$ cat config.mk
export PLATFORM = sky130hd
export DESIGN_NAME = echo_request_deframer
export DESIGN_NICKNAME = d
export VERILOG_FILES = /design/src/rtl/echo_request_deframer.sv
export SDC_FILE = /design/constraint.sdc
export NUM_CORES = 1
export LEC_CHECK = 0
export ABC_AREA = 0
export BUFFER_PORTS_ARGS = -buffer_cell sky130_fd_sc_hd__buf_2
export CAP_MARGIN = 20
export CORE_ASPECT_RATIO = 2
export CORE_MARGIN = 3
export CORE_UTILIZATION = 45
export CTS_CLUSTER_DIAMETER = 120
export DETAILED_ROUTE_END_ITERATION = 10
export GPL_TIMING_DRIVEN = 0
export PLACE_DENSITY = 0.76
export SLEW_MARGIN = 20
export SYNTH_ARGS = -nofsm -noshare
export SYNTH_HDL_FRONTEND = slang
export SYNTH_SLANG_ARGS = --single-unit
$ cat constraint.sdc
create_clock -name CLK -period 12.7 [get_ports CLK]
set_input_delay 1.27 -clock CLK [delete_from_list [all_inputs] [get_ports CLK]]
set_output_delay 1.27 -clock CLK [all_outputs]
set_load 0.05 [all_outputs]
$ cat src/rtl/echo_request_deframer.sv
// Assembles 32-bit portal words into one 32*MAX_WORDS-bit EchoRequest message.
// Malformed headers are dropped, their payload is skipped, and a saturating error count is kept.
module echo_request_deframer #(
    parameter int MAX_WORDS   = 4,
    parameter int NUM_METHODS = 3,
    parameter int ERR_WIDTH   = 8
) (
    input  logic                   CLK,
    input  logic                   nRST,
    input  logic                   in_enq__ENA,
    input  logic [31:0]            in_enq_v,
    output logic                   in_enq__RDY,
    output logic                   pipe_enq__ENA,
    output logic [32*MAX_WORDS-1:0] pipe_enq_v,
    input  logic                   pipe_enq__RDY,
    output logic [ERR_WIDTH-1:0]   err_count
);
    // state   | meaning
    // IDLE    | waiting for a header word
    // COLLECT | storing payload words of a valid message
    // DISCARD | skipping payload words of a malformed message
    // SEND    | holding the assembled message until downstream takes it
    typedef enum logic [1:0] {IDLE, COLLECT, DISCARD, SEND} state_t;

    localparam int          IDXW  = (MAX_WORDS > 1) ? $clog2(MAX_WORDS) : 1;
    localparam logic [15:0] MAX_N = 16'(MAX_WORDS);
    localparam logic [15:0] NUM_M = 16'(NUM_METHODS);

    state_t                  state_q, state_d;
    logic [32*MAX_WORDS-1:0] buf_q, buf_d;
    logic [15:0]             remaining_q, remaining_d;
    logic [IDXW-1:0]         wr_idx_q, wr_idx_d;
    logic [ERR_WIDTH-1:0]    err_q, err_d;
    logic                    in_rdy_q, in_rdy_d;
    logic                    ena_q, ena_d;

    logic        in_xfer;
    logic [15:0] hdr_len;
    logic [15:0] hdr_id;

    assign in_xfer = in_enq__ENA && in_rdy_q;
    assign hdr_len = in_enq_v[15:0];
    assign hdr_id  = in_enq_v[31:16];

    always_comb begin
        state_d     = state_q;
        buf_d       = buf_q;
        remaining_d = remaining_q;
        wr_idx_d    = wr_idx_q;
        err_d       = err_q;
        case (state_q)
            IDLE: begin
                if (in_xfer) begin
                    if (hdr_len != 16'd0 && hdr_len <= MAX_N && hdr_id < NUM_M) begin
                        buf_d       = '0;
                        buf_d[31:0] = in_enq_v;
                        remaining_d = hdr_len - 16'd1;
                        wr_idx_d    = IDXW'(1);
                        state_d     = (hdr_len == 16'd1) ? SEND : COLLECT;
                    end else begin
                        if (err_q != '1) begin
                            err_d = err_q + ERR_WIDTH'(1);
                        end
                        // N==0 would wrap here, but it returns to IDLE so the value is never used
                        remaining_d = hdr_len - 16'd1;
                        state_d     = (hdr_len <= 16'd1) ? IDLE : DISCARD;
                    end
                end
            end
            COLLECT: begin
                if (in_xfer) begin
                    for (int i = 0; i < MAX_WORDS; i++) begin
                        if (wr_idx_q == IDXW'(i)) begin
                            buf_d[32*i +: 32] = in_enq_v;
                        end
                    end
                    wr_idx_d    = wr_idx_q + IDXW'(1);
                    remaining_d = remaining_q - 16'd1;
                    if (remaining_q == 16'd1) begin
                        state_d = SEND;
                    end
                end
            end
            DISCARD: begin
                if (in_xfer) begin
                    remaining_d = remaining_q - 16'd1;
                    if (remaining_q == 16'd1) begin
                        state_d = IDLE;
                    end
                end
            end
            SEND: begin
                if (pipe_enq__RDY) begin
                    state_d = IDLE;
                end
            end
            default: state_d = IDLE;
        endcase
        // Handshake outputs are registered copies of the next state, so RDY never feeds through
        in_rdy_d = (state_d != SEND);
        ena_d    = (state_d == SEND);
    end

    always_ff @(posedge CLK or posedge nRST) begin
        if (nRST) begin
            state_q     <= IDLE;
            buf_q       <= '0;
            remaining_q <= '0;
            wr_idx_q    <= '0;
            err_q       <= '0;
            in_rdy_q    <= 1'b1;
            ena_q       <= 1'b0;
        end else begin
            state_q     <= state_d;
            buf_q       <= buf_d;
            remaining_q <= remaining_d;
            wr_idx_q    <= wr_idx_d;
            err_q       <= err_d;
            in_rdy_q    <= in_rdy_d;
            ena_q       <= ena_d;
        end
    end

    assign in_enq__RDY   = in_rdy_q;
    assign pipe_enq__ENA = ena_q;
    assign pipe_enq_v    = buf_q;
    assign err_count     = err_q;

endmodule

==> results.py, run 1 <==
metrics = {
    "clock_tree": {
        "cts.htree.levels": 4,
        "cts_buffers": 17,
        "clock-sinks": 158,
        "post_cts_buffers": 0,
        "ctsResizeCount": 0,
        "hold_buffers": 0,
        "cts_tree": "yes",
        "clk_pin_slew_ps": 60,
        "ctsRootBufferMaster": "clkbuf_16",
        "clockBufferDepth": 2,
        "clock_latency_ps": 430,
    },
    "route": {
        "dr.max_layer_used": "met4",
        "m1WireLength_um": 7360,
        "viasPerCell": 5.41,
        "dr_wl_met2_um": 11500,
        "vias": 5350,
        "drt_iter0_markers": 238,
        "drc_errors": 0,
        "wirelength_um": 20900,
        "wl_met3_um": 967,
        "wire_per_inst_um": 21.1,
        "ant_nets": 0,
        "drtPass1Iterations": 4,
    },
    "timing": {
        "fin_crit_sh_pct": 26.9,
        "period_minus_slack_ps": 3410,
        "fin_setup_tns_ps": 0,
        "grt_setup_unrepaired": "no",
        "hold_violations": 0,
        "fmax_mhz": 293,
        "slew_viol_final": 0,
        "worstMarginPinSlew_ps": 1140,
        "skew_ps": 12.4,
        "final-setup-viol-count": 0,
        "maxSlewHeadroom_pct": 23.0,
    },
    "die": {
        "io_pins": 174,
        "fp.dieW_um": 99.0,
        "num_rows": 67,
        "die_y_um": 192,
        "dieArea_mm2": 0.0190,
        "start_util_pct": 46.2,
        "design.core.area_mm2": 0.0168,
    },
    "synth": {
        "syn_area_mm2": 0.00778,
        "yosys_warnings": 0,
        "muxShareOfSynthArea_pct": 24.9,
        "synth_nets": 626,
        "synth_top_family_by_area": "multiplexers",
        "ys.flop_type": "dfrtp_1",
        "synth_area_leaders": "dfrtp_1 50%, mux2_4 23%, and2_1 2.4%",
        "avgSynthCellArea_um2": 13.5,
        "synth_top_area_cell": "dfrtp_1",
        "yosysMostFrequentCell": "dfrtp_1",
        "ys_types": 51,
        "ys_top_cells_by_count": "157 x dfrtp_1, 120 x mux2_4, 30 x and2_1, 23 x nand2_1, 20 x a21oi_1",
        "yosys.area_share.simple_pct": 10.3,
        "synth_top_cell_area_share_pct": 50.5,
        "postSynthCellCount": 576,
        "synth_adder_area_share_pct": 2.25,
        "yosysSeqAreaShare_pct": 50.8,
        "synth_compound_area_share_pct": 6.45,
        "synth_edf_count": 0,
        "ys_seq_elements": 158,
        "synthArstFlopShare_pct": 100,
        "synth-xor-area-share_pct": 2.14,
    },
    "finish": {
        "drive_above_1_share_pct": 46.1,
        "syn2layout_area_growth_pct": 22.2,
        "n_antenna_cell": 0,
        "nets": 818,
    },
    "worst_setup_path": {
        "critPathKind": "primary input to register",
        "crit_required_ps": 13010,
        "cp_slowest_cell": "o31ai_4",
        "start_kind": "primary input",
        "crit_chain": "buf_2, inv_1, ha_1, xnor2_1, nand4_1, o31ai_4, o211ai_4, buf_6, mux2_4",
        "end_kind": "register",
        "cp_slowest_stage_delay_ps": 660,
        "critPathArrivalTime_ps": 3720,
        "worst-path-max-fanout": 10,
    },
    "global_routing": {
        "grt_first_pass_wirelength_um": 32600,
        "antenna_found_initial": 0,
        "gr-total-overflow": 0,
        "grt_pass1_vias": 5782,
        "grt_max_degree": 99,
        "gr-usage-all-layers_pct": 22.6,
    },
    "min_path": {
        "hold_class": "register to register",
    },
    "placed_design": {
        "io_buffers": 172,
        "gp_congestion": 0.952,
        "dp_hpwl_um": 15600,
    },
    "run": {
        "cap_violations": 0,
    },
    "outcome": {
        "status": "finished, final reports clean",
    },
}
path summary, 6_finish.rpt:
path / cells past startpoint / endpoint / startpoint / slack (ps)
max in group asynchronous: 3 / pipe_enq_v[10] / nRST / 10990
worst min register to register: 1 / err_count[5] / err_count[5] / 490
worst min-delay path: 1 / err_count[5] / err_count[5] / 490
min in group asynchronous: 2 / pipe_enq_v[93] / nRST / 870
worst max-delay path: 9 / pipe_enq_v[93] / in_enq_v[0] / 9290
worst max register to register: 8 / remaining_q[11] / state_q[0] / 9970
flip-flops by register name, summed over array words and instances (netlist names), named ones only:
signal	cells
state_q	1
pipe_enq__ENA	1
pipe_enq_v	128
err_count	8
in_enq__RDY	1
remaining_q	16
wr_idx_q	2
kinds of logic (layout without fill, tap and decap cells):
family / after synthesis / in the layout
flops: 158 / 158
simple gates: 143 / 143
mux: 132 / 132
compound gates: 68 / 68
buf+inv: 42 / 247
xor+xnor: 19 / 19
fa+ha+maj: 14 / 14
cell usage in the layout (no fill, tap or decap), types with 8 or more instances in the layout:
cell         n
dfrtp_1    157
ha_1        14
nand3_1     10
clkbuf_16   17
clkbuf_1    14
nor3_1      13
mux2_4     120
xnor2_1     11
buf_2      172
nand2_1     23
inv_1       16
nor2_1      19
buf_6       12
mux2_2      11
xor2_1       8
nor4_1       8
o21ai_0     15
a21oi_1     20
and2_1      30
worst max-delay path: cells and delay by family:
kind,cells,cell delay (ps)
xor gates and xnor gates,1,190
adders and majority gates,1,230
buffers and inverters,3,500
and+or+nand+nor,1,310
AOI/OAI and AO/OA,2,900
muxes,1,300
per-stage QoR:
step / hold slack (ps) / utilization [%] / worst slack [ps] / area (um2) / cells
final: 490 / 56.4 / 9290 / 9510 / 988
after global routing: 517 / 56.4 / 9110 / 9510 / 988
after floorplan: 495 / - / 7170 / 7780 / 576
after CTS: 489 / 56.4 / 9310 / 9510 / 988
after global placement: 467 / 52.8 / 5430 / 8900 / 955
after detailed placement: 481 / 53.0 / 8860 / 8940 / 956
per-layer routing:
metal  global-route usage, %  vias to the layer above
met5                       0                        -
met4                    12.6                        0
met3                    4.18                       53
met2                    41.5                      188
met1                    23.7                     2674
li1                        -                     2435
layout make-up:
cell class                      instances  area, um2
Timing Repair Buffer                  173        888
Multi-Input combinational cell        376       3580
Buffer                                 25        184
Sequential cell                       158       3960
Inverter                               17       71.3
Fill cell                            1403       7340
Clock buffer                           23        488
Clock inverter                          9       83.8
Tap cell                              207        259
Power of run 1 is not shown: default switching activity piles up to over one toggle a cycle in this logic, so the estimate is an artifact.
==> inputs of run 2 (changes only) <==
clock period = 3.5 ns   (was 12.7 ns; I/O delays follow)
==> results.py, run 2 (synthesis gave the netlist of run 1 again) <==
metrics = {
    "route": {
        "ant_nets": 0,
        "drt_iter0_markers": 258,
        "wirelength_um": 20700,
        "drtPass1Iterations": 4,
        "viasPerCell": 5.40,
        "vias": 5366,
        "drc_errors": 0,
        "wire_per_inst_um": 20.8,
    },
    "worst_setup_path": {
        "crit_chain": "inv_1, ha_1, clkbuf_1, nor2_1, nor2_1, o211ai_4, buf_6, mux2_4",
        "crit_family": "buffers and inverters",
        "ff2ff_setup_slack_ps": 780,
        "end_kind": "register",
        "reg2reg_depth": 8,
        "worst-path-max-fanout": 10,
        "start_kind": "register",
        "cp_slowest_stage_delay_ps": 570,
        "cp_slowest_cell": "nor2_1",
        "critPathArrivalTime_ps": 3030,
        "reg2reg_to": "pipe_enq_v[44]",
        "crit_top_cell": "nor2_1",
        "path_buf_inv": 3,
        "crit_required_ps": 3810,
        "critPathKind": "register to register",
    },
    "timing": {
        "grt_setup_unrepaired": "no",
        "worstMarginPinSlew_ps": 1070,
        "slew_viol_final": 0,
        "worst_slack_ps": 777,
        "period_minus_slack_ps": 2720,
        "skew_ps": 7.39,
        "final-setup-viol-count": 0,
        "maxSlewHeadroom_pct": 27.8,
        "fmax_mhz": 367,
        "hold_violations": 0,
        "fin_crit_sh_pct": 77.8,
        "fin_setup_tns_ps": 0,
    },
    "finish": {
        "n_fill_cell": 1368,
        "final_common_cell": "buf_2",
        "n_antenna_cell": 0,
        "nets": 823,
        "drive_above_1_share_pct": 46.2,
        "instances_no_fill": 993,
        "largest_reg_flops": 128,
        "final_core_util_pct": 57.0,
        "final_cell_mix": "172 x buf_2, 157 x dfrtp_1, 120 x mux2_4",
        "syn2layout_area_growth_pct": 23.4,
    },
    "die": {
        "num_rows": 67,
        "fp.dieW_um": 99.0,
        "die_y_um": 192,
        "design.core.area_mm2": 0.0168,
        "io_pins": 174,
        "dieArea_mm2": 0.0190,
        "start_util_pct": 46.2,
    },
    "min_path": {
        "hold_class": "primary input to register",
        "hold_end": "pipe_enq_v[16]",
        "hold_path_depth": 2,
        "hold_start": "in_enq_v[16]",
    },
    "run": {
        "cap_violations": 0,
    },
    "global_routing": {
        "grt_pass1_vias": 5684,
        "antenna_found_initial": 0,
        "grt_max_degree": 37,
        "grt_first_pass_wirelength_um": 31900,
        "gr-usage-all-layers_pct": 22.1,
        "gr-total-overflow": 0,
    },
    "clock_tree": {
        "cts.htree.levels": 4,
        "cts_tree": "yes",
        "clockBufferDepth": 2,
        "clock-sinks": 158,
        "clock_latency_ps": 430,
        "ctsRootBufferMaster": "clkbuf_16",
        "cts_buffers": 17,
        "clk_pin_slew_ps": 60,
        "post_cts_buffers": 0,
    },
    "outcome": {
        "status": "finished, final reports clean",
    },
    "placed_design": {
        "io_buffers": 172,
        "gp_congestion": 0.966,
        "dp_hpwl_um": 15900,
        "dp_cells": 960,
        "place_ws_ps": 497,
    },
}
[run 2: worst max-delay path by stage]
stage / start / end / slack, ps / cells after the start
4_1_cts: register / pipe_enq_v[61] / 750 / 8
2_1_floorplan: nRST / async pin / 1150 / 1
5_1_grt: register / remaining_q[11] / 600 / 8
3_3_place_gp: nRST / err_count[5] / 190 / 2
6_report: register / pipe_enq_v[44] / 780 / 8
3_5_place_dp: in_enq_v[0] / pipe_enq_v[41] / 500 / 9
[run 2: per-stage QoR]
step           hold slack [ps]  cell area, um2
4_1_cts                    172            9600
6_report                   187            9600
3_5_place_dp               402            9010
5_1_grt                    177            9600
3_3_place_gp               468            8910
2_1_floorplan              452            7790
[run 2: worst reg2reg max path, cell delays in order (launching register included)]
cell	delay, ps
dfrtp_1	420
inv_1	120
ha_1	150
clkbuf_1	430
nor2_1	100
nor2_1	570
o211ai_4	260
buf_6	250
mux2_4	310
[run 2: layout make-up]
class | instances | area (um2) | area share [%]
plain buffers | 25 | 184 | 1.92
repair buffers | 178 | 971 | 10.1
well taps | 207 | 259 | 2.70
clock buffers | 23 | 478 | 4.98
flip-flops and latches | 158 | 3960 | 41.2
inverters | 17 | 67.6 | 0.703
clock inverters | 9 | 109 | 1.13
multi-input cells | 376 | 3580 | 37.3
[run 2: timing repair]
action,4_1_cts,5_1_grt
endpoints found under the hold margin,32,0
resized for setup,0,0
hold buffers,1,0
[run 2: layer usage]
layer  wire, um  global-route usage (%)
met4        878                    11.5
met5          0                       0
met2      11500                    40.6
met3        999                    4.51
met1       7330                    23.4
Power of run 2 is left out for the same reason.
